==> src/rtl/axi_pkg.sv <==
// Shared AXI4 constants, read-initiator state type and a size-encode helper.
package axi_pkg;

  localparam logic [1:0] AXI_BURST_INCR  = 2'b01;
  localparam logic [1:0] AXI_RESP_OKAY   = 2'b00;
  localparam int         AXI_4K_BOUNDARY = 4096;

  typedef enum logic [1:0] {
    ST_IDLE,
    ST_ADDR,
    ST_DATA
  } rd_state_t;

  // AXI arsize encoding: log2 of the bytes per beat.
  function automatic logic [2:0] axi_size_enc(input int unsigned bytes);
    logic [2:0] sz;
    sz = '0;
    for (int i = 0; i < 8; i++) begin
      if ((32'd1 << i) == bytes) sz = 3'(i);
    end
    return sz;
  endfunction

endpackage

==> src/rtl/skid_buf.sv <==
// Two-entry registered valid/ready buffer; full is exported so the producer can throttle.
module skid_buf #(
  parameter int WIDTH = 9
) (
  input  logic             clk_tb,
  input  logic             i_RST_N,
  input  logic             in_valid,
  input  logic [WIDTH-1:0] in_data,
  output logic             full,
  output logic             empty,
  output logic             out_valid,
  input  logic             out_ready,
  output logic [WIDTH-1:0] out_data
);

  logic [WIDTH-1:0] mem_q [2];
  logic             wr_ptr_q;
  logic             rd_ptr_q;
  logic [1:0]       count_q;
  logic             push;
  logic             pop;

  assign full      = (count_q == 2'd2);
  assign empty     = (count_q == 2'd0);
  assign out_valid = !empty;
  assign out_data  = mem_q[rd_ptr_q];
  assign push      = in_valid && !full;
  assign pop       = out_valid && out_ready;

  always_ff @(posedge clk_tb) begin
    if (i_RST_N) begin
      mem_q[0] <= '0;
      mem_q[1] <= '0;
      wr_ptr_q <= 1'b0;
      rd_ptr_q <= 1'b0;
      count_q  <= 2'd0;
    end else begin
      if (push) begin
        mem_q[wr_ptr_q] <= in_data;
        wr_ptr_q        <= ~wr_ptr_q;
      end
      if (pop) rd_ptr_q <= ~rd_ptr_q;
      count_q <= count_q + {1'b0, push} - {1'b0, pop};
    end
  end

endmodule

==> src/rtl/axi_burst_reader.sv <==
// AXI4 read initiator: splits one (address, beats) request into INCR bursts and streams the data.
// i_RST_N is a synchronous active-high reset. Define AXI_RD_4K_SPLIT_EN to keep bursts inside 4 KiB.
module axi_burst_reader
  import axi_pkg::*;
#(
  parameter int DATA_WIDTH = 8,
  parameter int ADDR_WIDTH = 15,
  parameter int STRB_WIDTH = DATA_WIDTH / 8,
  parameter int MAX_BURST  = 16,
  parameter int LEN_WIDTH  = 16
) (
  input  logic                  clk_tb,
  input  logic                  i_RST_N,
  input  logic                  req_valid,
  output logic                  req_ready,
  input  logic [ADDR_WIDTH-1:0] req_addr,
  input  logic [LEN_WIDTH-1:0]  req_len,
  output logic [ADDR_WIDTH-1:0] araddr,
  output logic [7:0]            arlen,
  output logic [2:0]            arsize,
  output logic [1:0]            arburst,
  output logic                  arvalid,
  input  logic                  arready,
  input  logic [DATA_WIDTH-1:0] rdata,
  input  logic [1:0]            rresp,
  input  logic                  rlast,
  input  logic                  rvalid,
  output logic                  rready,
  output logic [DATA_WIDTH-1:0] out_data,
  output logic                  out_last,
  output logic                  out_valid,
  input  logic                  out_ready,
  output logic                  done,
  output logic                  err
);

  // state | meaning
  // IDLE  | waiting for a request, output buffer drained
  // ADDR  | AR presented, araddr/arlen held until arready
  // DATA  | collecting the counted beats of the current burst
  localparam int STRB_SHIFT = $clog2(STRB_WIDTH);
  localparam int REM_W      = LEN_WIDTH + 1;

  rd_state_t             state_q, state_d;
  logic [ADDR_WIDTH-1:0] addr_q, load_addr;
  logic [REM_W-1:0]      rem_q, load_rem;
  logic [8:0]            beats_q, beats_nxt, beat_cnt_q;
  logic [31:0]           cand;
  logic                  load, ar_hs, r_hs, last_beat, req_last;
  logic                  buf_full, buf_empty, buf_valid;
  logic [DATA_WIDTH:0]   buf_dout;

  assign arsize    = axi_size_enc(STRB_WIDTH);
  assign arburst   = AXI_BURST_INCR;
  assign out_valid = buf_valid;
  assign out_data  = buf_dout[DATA_WIDTH-1:0];
  assign out_last  = buf_dout[DATA_WIDTH] && buf_valid;

  always_comb begin
    req_ready = (state_q == ST_IDLE) && buf_empty && !i_RST_N;
    rready    = (state_q == ST_DATA) && !buf_full && !i_RST_N;
    ar_hs     = arvalid && arready;
    r_hs      = rvalid && rready;
    last_beat = (beat_cnt_q == 9'd1);
    req_last  = last_beat && (rem_q == REM_W'(beats_q));
    state_d   = state_q;
    load      = 1'b0;
    case (state_q)
      ST_IDLE: if (req_valid && req_ready) begin
        state_d = ST_ADDR;
        load    = 1'b1;
      end
      ST_ADDR: if (ar_hs) state_d = ST_DATA;
      ST_DATA: if (r_hs && last_beat) begin
        if (req_last) begin
          state_d = ST_IDLE;
        end else begin
          state_d = ST_ADDR;
          load    = 1'b1;
        end
      end
      default: state_d = ST_IDLE;
    endcase
  end

  // Next burst parameters, either from a fresh request or advancing past the burst just finished.
  always_comb begin
    if (state_q == ST_IDLE) begin
      load_addr = req_addr;
      load_rem  = REM_W'(req_len) + REM_W'(1);
    end else begin
      load_addr = addr_q + (ADDR_WIDTH'(beats_q) << STRB_SHIFT);
      load_rem  = rem_q - REM_W'(beats_q);
    end
    cand = 32'(load_rem);
    if (cand > 32'(MAX_BURST)) cand = 32'(MAX_BURST);
`ifdef AXI_RD_4K_SPLIT_EN
    if (cand > ((32'(AXI_4K_BOUNDARY) - (32'(load_addr) & 32'hFFF)) >> STRB_SHIFT))
      cand = (32'(AXI_4K_BOUNDARY) - (32'(load_addr) & 32'hFFF)) >> STRB_SHIFT;
`endif
    beats_nxt = 9'(cand);
  end

  always_ff @(posedge clk_tb) begin
    if (i_RST_N) begin
      state_q    <= ST_IDLE;
      addr_q     <= '0;
      rem_q      <= '0;
      beats_q    <= '0;
      beat_cnt_q <= '0;
      araddr     <= '0;
      arlen      <= '0;
      arvalid    <= 1'b0;
      err        <= 1'b0;
      done       <= 1'b0;
    end else begin
      state_q <= state_d;
      done    <= out_valid && out_ready && out_last;
      if (load) begin
        addr_q  <= load_addr;
        rem_q   <= load_rem;
        beats_q <= beats_nxt;
        araddr  <= load_addr;
        arlen   <= 8'(beats_nxt - 9'd1);
        arvalid <= 1'b1;
      end else if (ar_hs) begin
        arvalid <= 1'b0;
      end
      if (ar_hs) beat_cnt_q <= beats_q;
      else if (r_hs) beat_cnt_q <= beat_cnt_q - 9'd1;
      // The beat counter, not rlast, decides where a burst ends; a disagreeing rlast only flags err.
      if ((state_q == ST_IDLE) && load) err <= 1'b0;
      else if (r_hs && ((rresp != AXI_RESP_OKAY) || (rlast != last_beat))) err <= 1'b1;
    end
  end

  skid_buf #(.WIDTH(DATA_WIDTH + 1)) u_skid_buf (
    .clk_tb    (clk_tb),
    .i_RST_N   (i_RST_N),
    .in_valid  (r_hs),
    .in_data   ({req_last, rdata}),
    .full      (buf_full),
    .empty     (buf_empty),
    .out_valid (buf_valid),
    .out_ready (out_ready),
    .out_data  (buf_dout)
  );

endmodule

==> config.mk <==
export PLATFORM = sky130hd
export DESIGN_NAME = axi_burst_reader
export DESIGN_NICKNAME = d
export VERILOG_FILES = /design/src/rtl/axi_pkg.sv /design/src/rtl/skid_buf.sv /design/src/rtl/axi_burst_reader.sv
export SDC_FILE = /design/constraint.sdc
export NUM_CORES = 1
export LEC_CHECK = 0
export CORE_UTILIZATION = 40
export CTS_BUF_LIST = sky130_fd_sc_hd__clkbuf_4
export DETAILED_ROUTE_END_ITERATION = 10
export PLACE_DENSITY = 0.65
export SYNTH_ARGS = -nofsm -noshare
export SYNTH_HDL_FRONTEND = slang
export SYNTH_SLANG_ARGS = --single-unit
==> constraint.sdc <==
create_clock -name clk_tb -period 4.2 [get_ports clk_tb]
set_input_delay 1.26 -clock clk_tb [delete_from_list [all_inputs] [get_ports clk_tb]]
set_output_delay 1.26 -clock clk_tb [all_outputs]
set_load 0.005 [all_outputs]
### Word level (Yosys, flattened, before mapping)

Memory sizes are Yosys's and may differ from the RTL's. A register that Yosys moved wholly into a read port is not among the register bits.
Index checks and enable logic that the tools add are counted.

* div/mod/pow operators: 0
* $lt $le $gt $ge: 1
* mux-type cells: 26
* multiply operators: 0
* add/sub/neg operators: 7
* shift-type cells: 0
* reductions and logical operators: 27
* equality and inequality tests: 9
* bitwise gates (word level): 2

Operator list (number)
* 9-bit 2-to-1 mux: 4
* 16-bit by 1-bit adder with 17-bit output, second input constant: 1
* 17-bit by 9-bit == test with 1-bit output: 1
* 17-bit by 5-bit > comparator with 1-bit output, second input constant: 1
* 17-bit 2-to-1 mux: 1
* 17-bit by 9-bit subtractor with 17-bit output: 1
* 15-bit by 9-bit adder with 15-bit output: 1
* 1-bit logical AND: 15
* 1-bit 2-to-1 mux: 15
* 15-bit 2-to-1 mux: 1
* 9-bit by 1-bit == test with 1-bit output, second input constant: 1
* 9-bit OR reduction: 1
* 9-bit by 1-bit subtractor with 9-bit output, second input constant: 1
* 8-bit by 1-bit subtractor with 8-bit output, second input constant: 1
* 2-bit 2-to-1 mux: 3
* 2-bit one-hot mux with 3 select lines: 1
* 2-bit nonzero test: 3
* 2-bit == test, second input constant: 2
* 2-bit logical NOT: 2
* 2-bit inequality test, second input constant: 2
* 1-bit logical NOT: 3
* 3-bit AND reduction: 1
* 2-bit by 1-bit adder with 2-bit output: 1
* 2-bit by 1-bit == test with 1-bit output, second input constant: 1
* other kinds (7): 8

* bits in registers: 67
* bits in latches: 0
* word-level logic and storage cells: 85
* input port bits: 48
* memory bits (read-only): 0
* memories: 1
* memory bits (writable): 18

Memories
* u_skid_buf.mem_q: depth 2, width 9, read ports 1, clocked after memory_dff 1, write ports 2, line skid_buf.sv:16 `logic [WIDTH-1:0] mem_q [2];`

### Depth between registers and ports, before layout

* depth in word-level cells: 11
* mapped depth: 17

### Modules after synthesis

Synthesis repeated with hierarchy kept, for this count alone.

* cells, all modules: 648
* area total of the unflattened synthesis: 5435.2 µm²

Modules (own cells, without submodules)
* axi_burst_reader: seq. area each 1261.2 µm², area each 4394.2 µm², cells an instance 562, instances 1
* skid_buf: seq. area each 640.6 µm², area each 1041.0 µm², cells an instance 86, instances 1

### Worst setup path after synthesis

Ideal clock, no wire load.

* kind: register to register
* from: register beats_q[0]
* to: register arlen[4]
* path buffers: 0
* path slack: 0.268 ns
* clock period less this slack: 3.932 ns
* setup time: 0.074 ns
* cell stages (with the launch flop): 17
* data arrival time: 3.858 ns
* cell sequence: dfxtp_1 -> ha_1 -> inv_1 -> fa_1 -> a211oi_1 -> nor2_1 -> o31a_1 -> o31a_2 -> o31a_2 -> nor4_2 -> nand4_2 -> a21oi_4 -> nand2_1 -> ha_1 -> and3_1 -> or3_1 -> o21ai_0

* word-level cells in the longest chain between the ends: 5
* elaborated cells between the ends (all ways): 10
* classes of those cells: 2 x add/sub; 1 x order compare; 1 x eq/ne; 5 x mux; 1 x reduce/logical

RTL lines
* start: declaration: line axi_burst_reader.sv:47 `logic [8:0] beats_q, beats_nxt, beat_cnt_q;`
* start signal: assignment: line axi_burst_reader.sv:122 `beats_q <= beats_nxt;`
* 17-bit by 9-bit subtractor with 17-bit output or 17-bit by 9-bit == test with 1-bit output (tied branches): line axi_burst_reader.sv:93, axi_burst_reader.sv:65
* 17-bit 2-to-1 mux or 1-bit logical AND (tied branches): line axi_burst_reader.sv:88, axi_burst_reader.sv:65
* 17-bit by 5-bit > comparator with 1-bit output or 1-bit 2-to-1 mux (tied branches): line axi_burst_reader.sv:96, axi_burst_reader.sv:75
* 9-bit 2-to-1 mux or 1-bit 2-to-1 mux (tied branches): line axi_burst_reader.sv:96, axi_burst_reader.sv:74
* 8-bit by 1-bit subtractor with 8-bit output or 1-bit one-hot mux with 2 select lines (tied branches): line axi_burst_reader.sv:124, axi_burst_reader.sv:68
* end signal: assignment: line axi_burst_reader.sv:124 `arlen <= 8'(beats_nxt - 9'd1);`
* end: declaration: line axi_burst_reader.sv:19 `output logic [7:0] arlen,`

Parallel ways exist; a longest one is shown, timed or not.
A chain may end at the register's enable or synchronous reset.

### Worst setup path in the final report

* from: register rem_q[0]
* to: register arlen[4]

* word-level cells in the longest chain between the ends: 5
* elaborated cells between the ends (all ways): 10
* classes of those cells: 2 x add/sub; 1 x order compare; 1 x eq/ne; 5 x mux; 1 x reduce/logical

RTL lines
* start: declaration: line axi_burst_reader.sv:46 `logic [REM_W-1:0] rem_q, load_rem;`
* start signal: assignment: line axi_burst_reader.sv:121 `rem_q <= load_rem;`
* 17-bit by 9-bit subtractor with 17-bit output or 17-bit by 9-bit == test with 1-bit output (tied branches): line axi_burst_reader.sv:93, axi_burst_reader.sv:65
* 17-bit 2-to-1 mux or 1-bit logical AND (tied branches): line axi_burst_reader.sv:88, axi_burst_reader.sv:65
* 17-bit by 5-bit > comparator with 1-bit output or 1-bit 2-to-1 mux (tied branches): line axi_burst_reader.sv:96, axi_burst_reader.sv:75
* 9-bit 2-to-1 mux or 1-bit 2-to-1 mux (tied branches): line axi_burst_reader.sv:96, axi_burst_reader.sv:74
* 8-bit by 1-bit subtractor with 8-bit output or 1-bit one-hot mux with 2 select lines (tied branches): line axi_burst_reader.sv:124, axi_burst_reader.sv:68

Parallel ways exist; a longest one is shown, timed or not.

==> out/qor.yml <==
power:
  vdd.ir_drop.worst_v: 0.000170
  power_density_nw_per_um2: 358
  leakagePower_nw: 2.52
  post_layout_total_power_mw: 2.37
finish:
  antenna_cells_inserted: 0
  proportion_of_layout_cells_with_a_drive_suffix_above_1_pct: 13.1
  mostFrequentLayoutCells: "sky130_fd_sc_hd__clkdlybuf4s50_1, sky130_fd_sc_hd__nor2_1, sky130_fd_sc_hd__dfxtp_1"
  layout.cells.most_common: "sky130_fd_sc_hd__clkdlybuf4s50_1"
  layout-area-overhead-vs-synth_pct: 26.3
  final_core_utilization_pct: 52.1
  finalNetCount: 809
  layout.filler_cells: 1242
clock_network:
  clock_sink_count: 86
  clock_path_buffers: 2
  ctsHoldBuffers: 0
  insertion_delay_ns: 0.47
  ctsHtreeMaxLevel: 3
  cts_tree: "built"
  clk_pin_slew_ns: 0.15
  cts-root-buf: "sky130_fd_sc_hd__clkbuf_4"
  cts-buffers-inserted: 9
floorplan:
  die-area_um2: 13600
  starting_density_of_the_core_pct: 41.2
  floorplan.rows: 41
  num_io_pins: 91
  dieHeight_um: 117
  placeableCoreArea_um2: 12700
  die_width_um: 117
detailed_routing:
  route.detailed.vias_per_inst: 5.59
  firstDrtPassIters: 4
  detail_route.iter0.violations: 306
  overall_routed_net_length_mm: 14.7
  via_count: 5101
  detail_route.wl_per_cell_um: 16.1
  postRouteAntennaNets: 0
  route.detailed.drc: 0
timing:
  timing_max_transition_violations_final: 0
  hold_viol: 0
  final_min_period_over_clock_period_pct: 94.2
  highest_clock_rate_mhz: 253
  setup_viol_count_final: 0
  totalNegativeSetupSlack_ns: 0
  worstMarginPinSlew_ns: 0.786
  rsz0062_at_grt: "no"
  fin_skew_ns: 0.0155
  fin_crit_ns: 3.95
  timing.slew.headroom_pct: 47.6
place:
  dp_hpwl_mm: 10.9
  io_buffers: 85
  place.gp.congestion: 0.867
run:
  drv.max_cap_violation_count: 0
yosys:
  synth.yosys.warnings: 0
  synthCells: 630
  yosysSeqAreaShare_pct: 36.2
  synth_ff_type: "sky130_fd_sc_hd__dfxtp_1"
  syn-mean-instance-area_um2: 8.33
  synth.ff_latch_count: 86
  synth.cell_area_um2: 5250
  async_flop_share_pct: 0
  yosys.cell_types.count: 64
  synth_enable_flop_cells: 18
global_route:
  maximum_number_of_pins_on_one_net_before_global_route_repair: 73
  via_count_of_the_first_global_routing_pass: 4760
  grt.overflow.total: 0
  antenna_found_initial: 0
  grt.total_usage_pct: 22.2
  grt_pass1_wl_mm: 23.4
worst_setup_path:
  cp_slowest_cell: "sky130_fd_sc_hd__fa_2"
  criticalPathCategory: "reg -> reg"
  worstPathArrival_ns: 4.37
  critical_path.endpoint_type: "flop"
  crit_path_max_fanout: 4
  setup.worst_path.start_class: "flop"
  worst_path_largest_cell_delay_ns: 0.37
  timing.critical_path.required_ns: 4.61
  worst_path_dominant_cell_family: "compound AO/OA/AOI/OAI gates"
  cp_cell_sequence: "inv_1, ha_1, inv_1, fa_2, a211oi_2, buf_4, nor2_1, o31a_1, o31a_2, o31a_2, nor4_4, nand4_2, a21oi_4, nand2_1, ha_1, and3_1, or3_1, o21ai_0"
  worst_path_buffer_plus_inverter_count: 3
worst_hold_path:
  min_path_type: "reg -> reg"
outcome:
  status: "completed"
-- per-layer routing --
layer  part of all wire, %  up-vias  GRT usage [%]
met5                     0        -              0
met4                   1.8        0           7.34
met3                   5.1       22           4.57
met2                    48      145           37.3
met1                    45     2443           28.5
li1                      -     2491              -
-- synthesized netlist by cell type (4+ instances only) --
cell                        n  share of area (%)
sky130_fd_sc_hd__nor2_1    74                5.3
sky130_fd_sc_hd__dfxtp_1   68                 26
sky130_fd_sc_hd__nand2_1   57                4.1
sky130_fd_sc_hd__a21oi_1   35                3.3
sky130_fd_sc_hd__clkbuf_1  27                1.9
sky130_fd_sc_hd__nor3_1    25                2.4
sky130_fd_sc_hd__ha_1      24                5.7
sky130_fd_sc_hd__inv_1     24                1.7
sky130_fd_sc_hd__o21ai_0   24                2.3
sky130_fd_sc_hd__a211oi_1  18                2.6
sky130_fd_sc_hd__edfxtp_1  18                 10
sky130_fd_sc_hd__nand3_1   17                1.6
sky130_fd_sc_hd__xor2_1    16                2.7
sky130_fd_sc_hd__nor4_1    15                1.8
sky130_fd_sc_hd__xnor2_1   15                2.5
sky130_fd_sc_hd__nand4_1   12                1.4
sky130_fd_sc_hd__a311oi_1  11                1.8
sky130_fd_sc_hd__and2_1    10                1.2
sky130_fd_sc_hd__and3_1    10                1.2
sky130_fd_sc_hd__mux2_2     9                1.9
sky130_fd_sc_hd__nor2b_1    8               0.95
sky130_fd_sc_hd__or3_1      8               0.95
sky130_fd_sc_hd__mux2i_1    7                1.3
sky130_fd_sc_hd__o22ai_1    7               0.83
sky130_fd_sc_hd__a21o_1     6               0.86
sky130_fd_sc_hd__a31oi_1    6               0.72
sky130_fd_sc_hd__buf_4      6               0.86
sky130_fd_sc_hd__buf_2      4               0.38
sky130_fd_sc_hd__o21a_1     4               0.57
sky130_fd_sc_hd__o221ai_1   4               0.67
sky130_fd_sc_hd__o31ai_1    4               0.57
sky130_fd_sc_hd__or2_2      4               0.48
-- per-stage QoR --
step / cells / setup slack (ns) / instance area, um^2 / hold WS [ns]
after detailed placement: 895 / -0.171 / 6490 / 0.450
after CTS: 911 / 0.117 / 6610 / 0.468
after global routing: 912 / 0.0386 / 6630 / 0.492
after floorplan: 633 / 0.268 / 5260 / 0.432
final: 912 / 0.245 / 6630 / 0.469
after global placement: 895 / -0.106 / 6490 / 0.439
-- area by class of cell --
cell class	instances	area, um^2	share of cell area, %
repair buffers	131	1190	18.0
flip-flops and latches	86	1900	28.7
well taps	172	215	3.25
inverters	25	93.8	1.42
clock buffers	9	67.6	1.02
multi-input cells	482	3110	46.9
clock inverters	7	48.8	0.736
-- registers in the layout (all words and copies together), names as in the netlist, named ones only --
| signal | flops |
|---|---|
| u_skid_buf.rd_ptr_q | 1 |
| addr_q | 15 |
| u_skid_buf.mem_q | 18 |
| beat_cnt_q | 9 |
| arvalid | 1 |
| arlen | 8 |
| u_skid_buf.wr_ptr_q | 1 |
| u_skid_buf.count_q | 2 |
| err | 1 |
| rem_q | 17 |
| state_q | 2 |
| done | 1 |
| beats_q | 9 |
-- where the power goes --
part	total, mW	switching (mW)	leakage, nW	internal (mW)
registers	0.983	0.0715	0.740	0.911
clock network	0.440	0.317	0.0665	0.124
logic	0.949	0.514	1.72	0.434
-- worst register-to-register path, cell delays in order (launching register included) --
cell and delay, ns:
sky130_fd_sc_hd__dfxtp_1 0.35, sky130_fd_sc_hd__inv_1 0.05, sky130_fd_sc_hd__ha_1 0.17, sky130_fd_sc_hd__inv_1 0.06, sky130_fd_sc_hd__fa_2 0.37, sky130_fd_sc_hd__a211oi_2 0.19, sky130_fd_sc_hd__buf_4 0.15, sky130_fd_sc_hd__nor2_1 0.05
sky130_fd_sc_hd__o31a_1 0.28, sky130_fd_sc_hd__o31a_2 0.33, sky130_fd_sc_hd__o31a_2 0.36, sky130_fd_sc_hd__nor4_4 0.26, sky130_fd_sc_hd__nand4_2 0.19, sky130_fd_sc_hd__a21oi_4 0.19, sky130_fd_sc_hd__nand2_1 0.09, sky130_fd_sc_hd__ha_1 0.23
sky130_fd_sc_hd__and3_1 0.15, sky130_fd_sc_hd__or3_1 0.30, sky130_fd_sc_hd__o21ai_0 0.14
-- logic make-up (layout without fill, tap and decap cells) --
group                    Yosys count  count (layout)  share of synthesized area (%)
flip-flops                        86              86                           36.2
AO/OA/AOI/OAI                    147             147                           19.3
adder cells (fa/ha/maj)           26              26                           6.49
AND/OR/NAND/NOR                  257             257                           24.1
multiplexers                      16              16                           3.27
other                              2               5                          0.143
XOR/XNOR                          31              31                           5.17
buffers and inverters             65             172                           5.32
-- path summary, 6_finish.rpt --
kind / start / to / slack, ns / depth (start not counted)
max: rem_q[0] / arlen[4] / 0.25 / 18
min: arlen[5] / arlen[5] / 0.47 / 2
max reg2reg: rem_q[0] / arlen[4] / 0.25 / 18
min reg2reg: arlen[5] / arlen[5] / 0.47 / 2
-- what timing repair did --
item / CTS / global route
endpoints found under the hold margin: 0 / 0
resized for setup: 0 / 4
setup endpoints to repair: 0 / 3
setup buffers: 0 / 1
(Power assumes the default switching activity.)
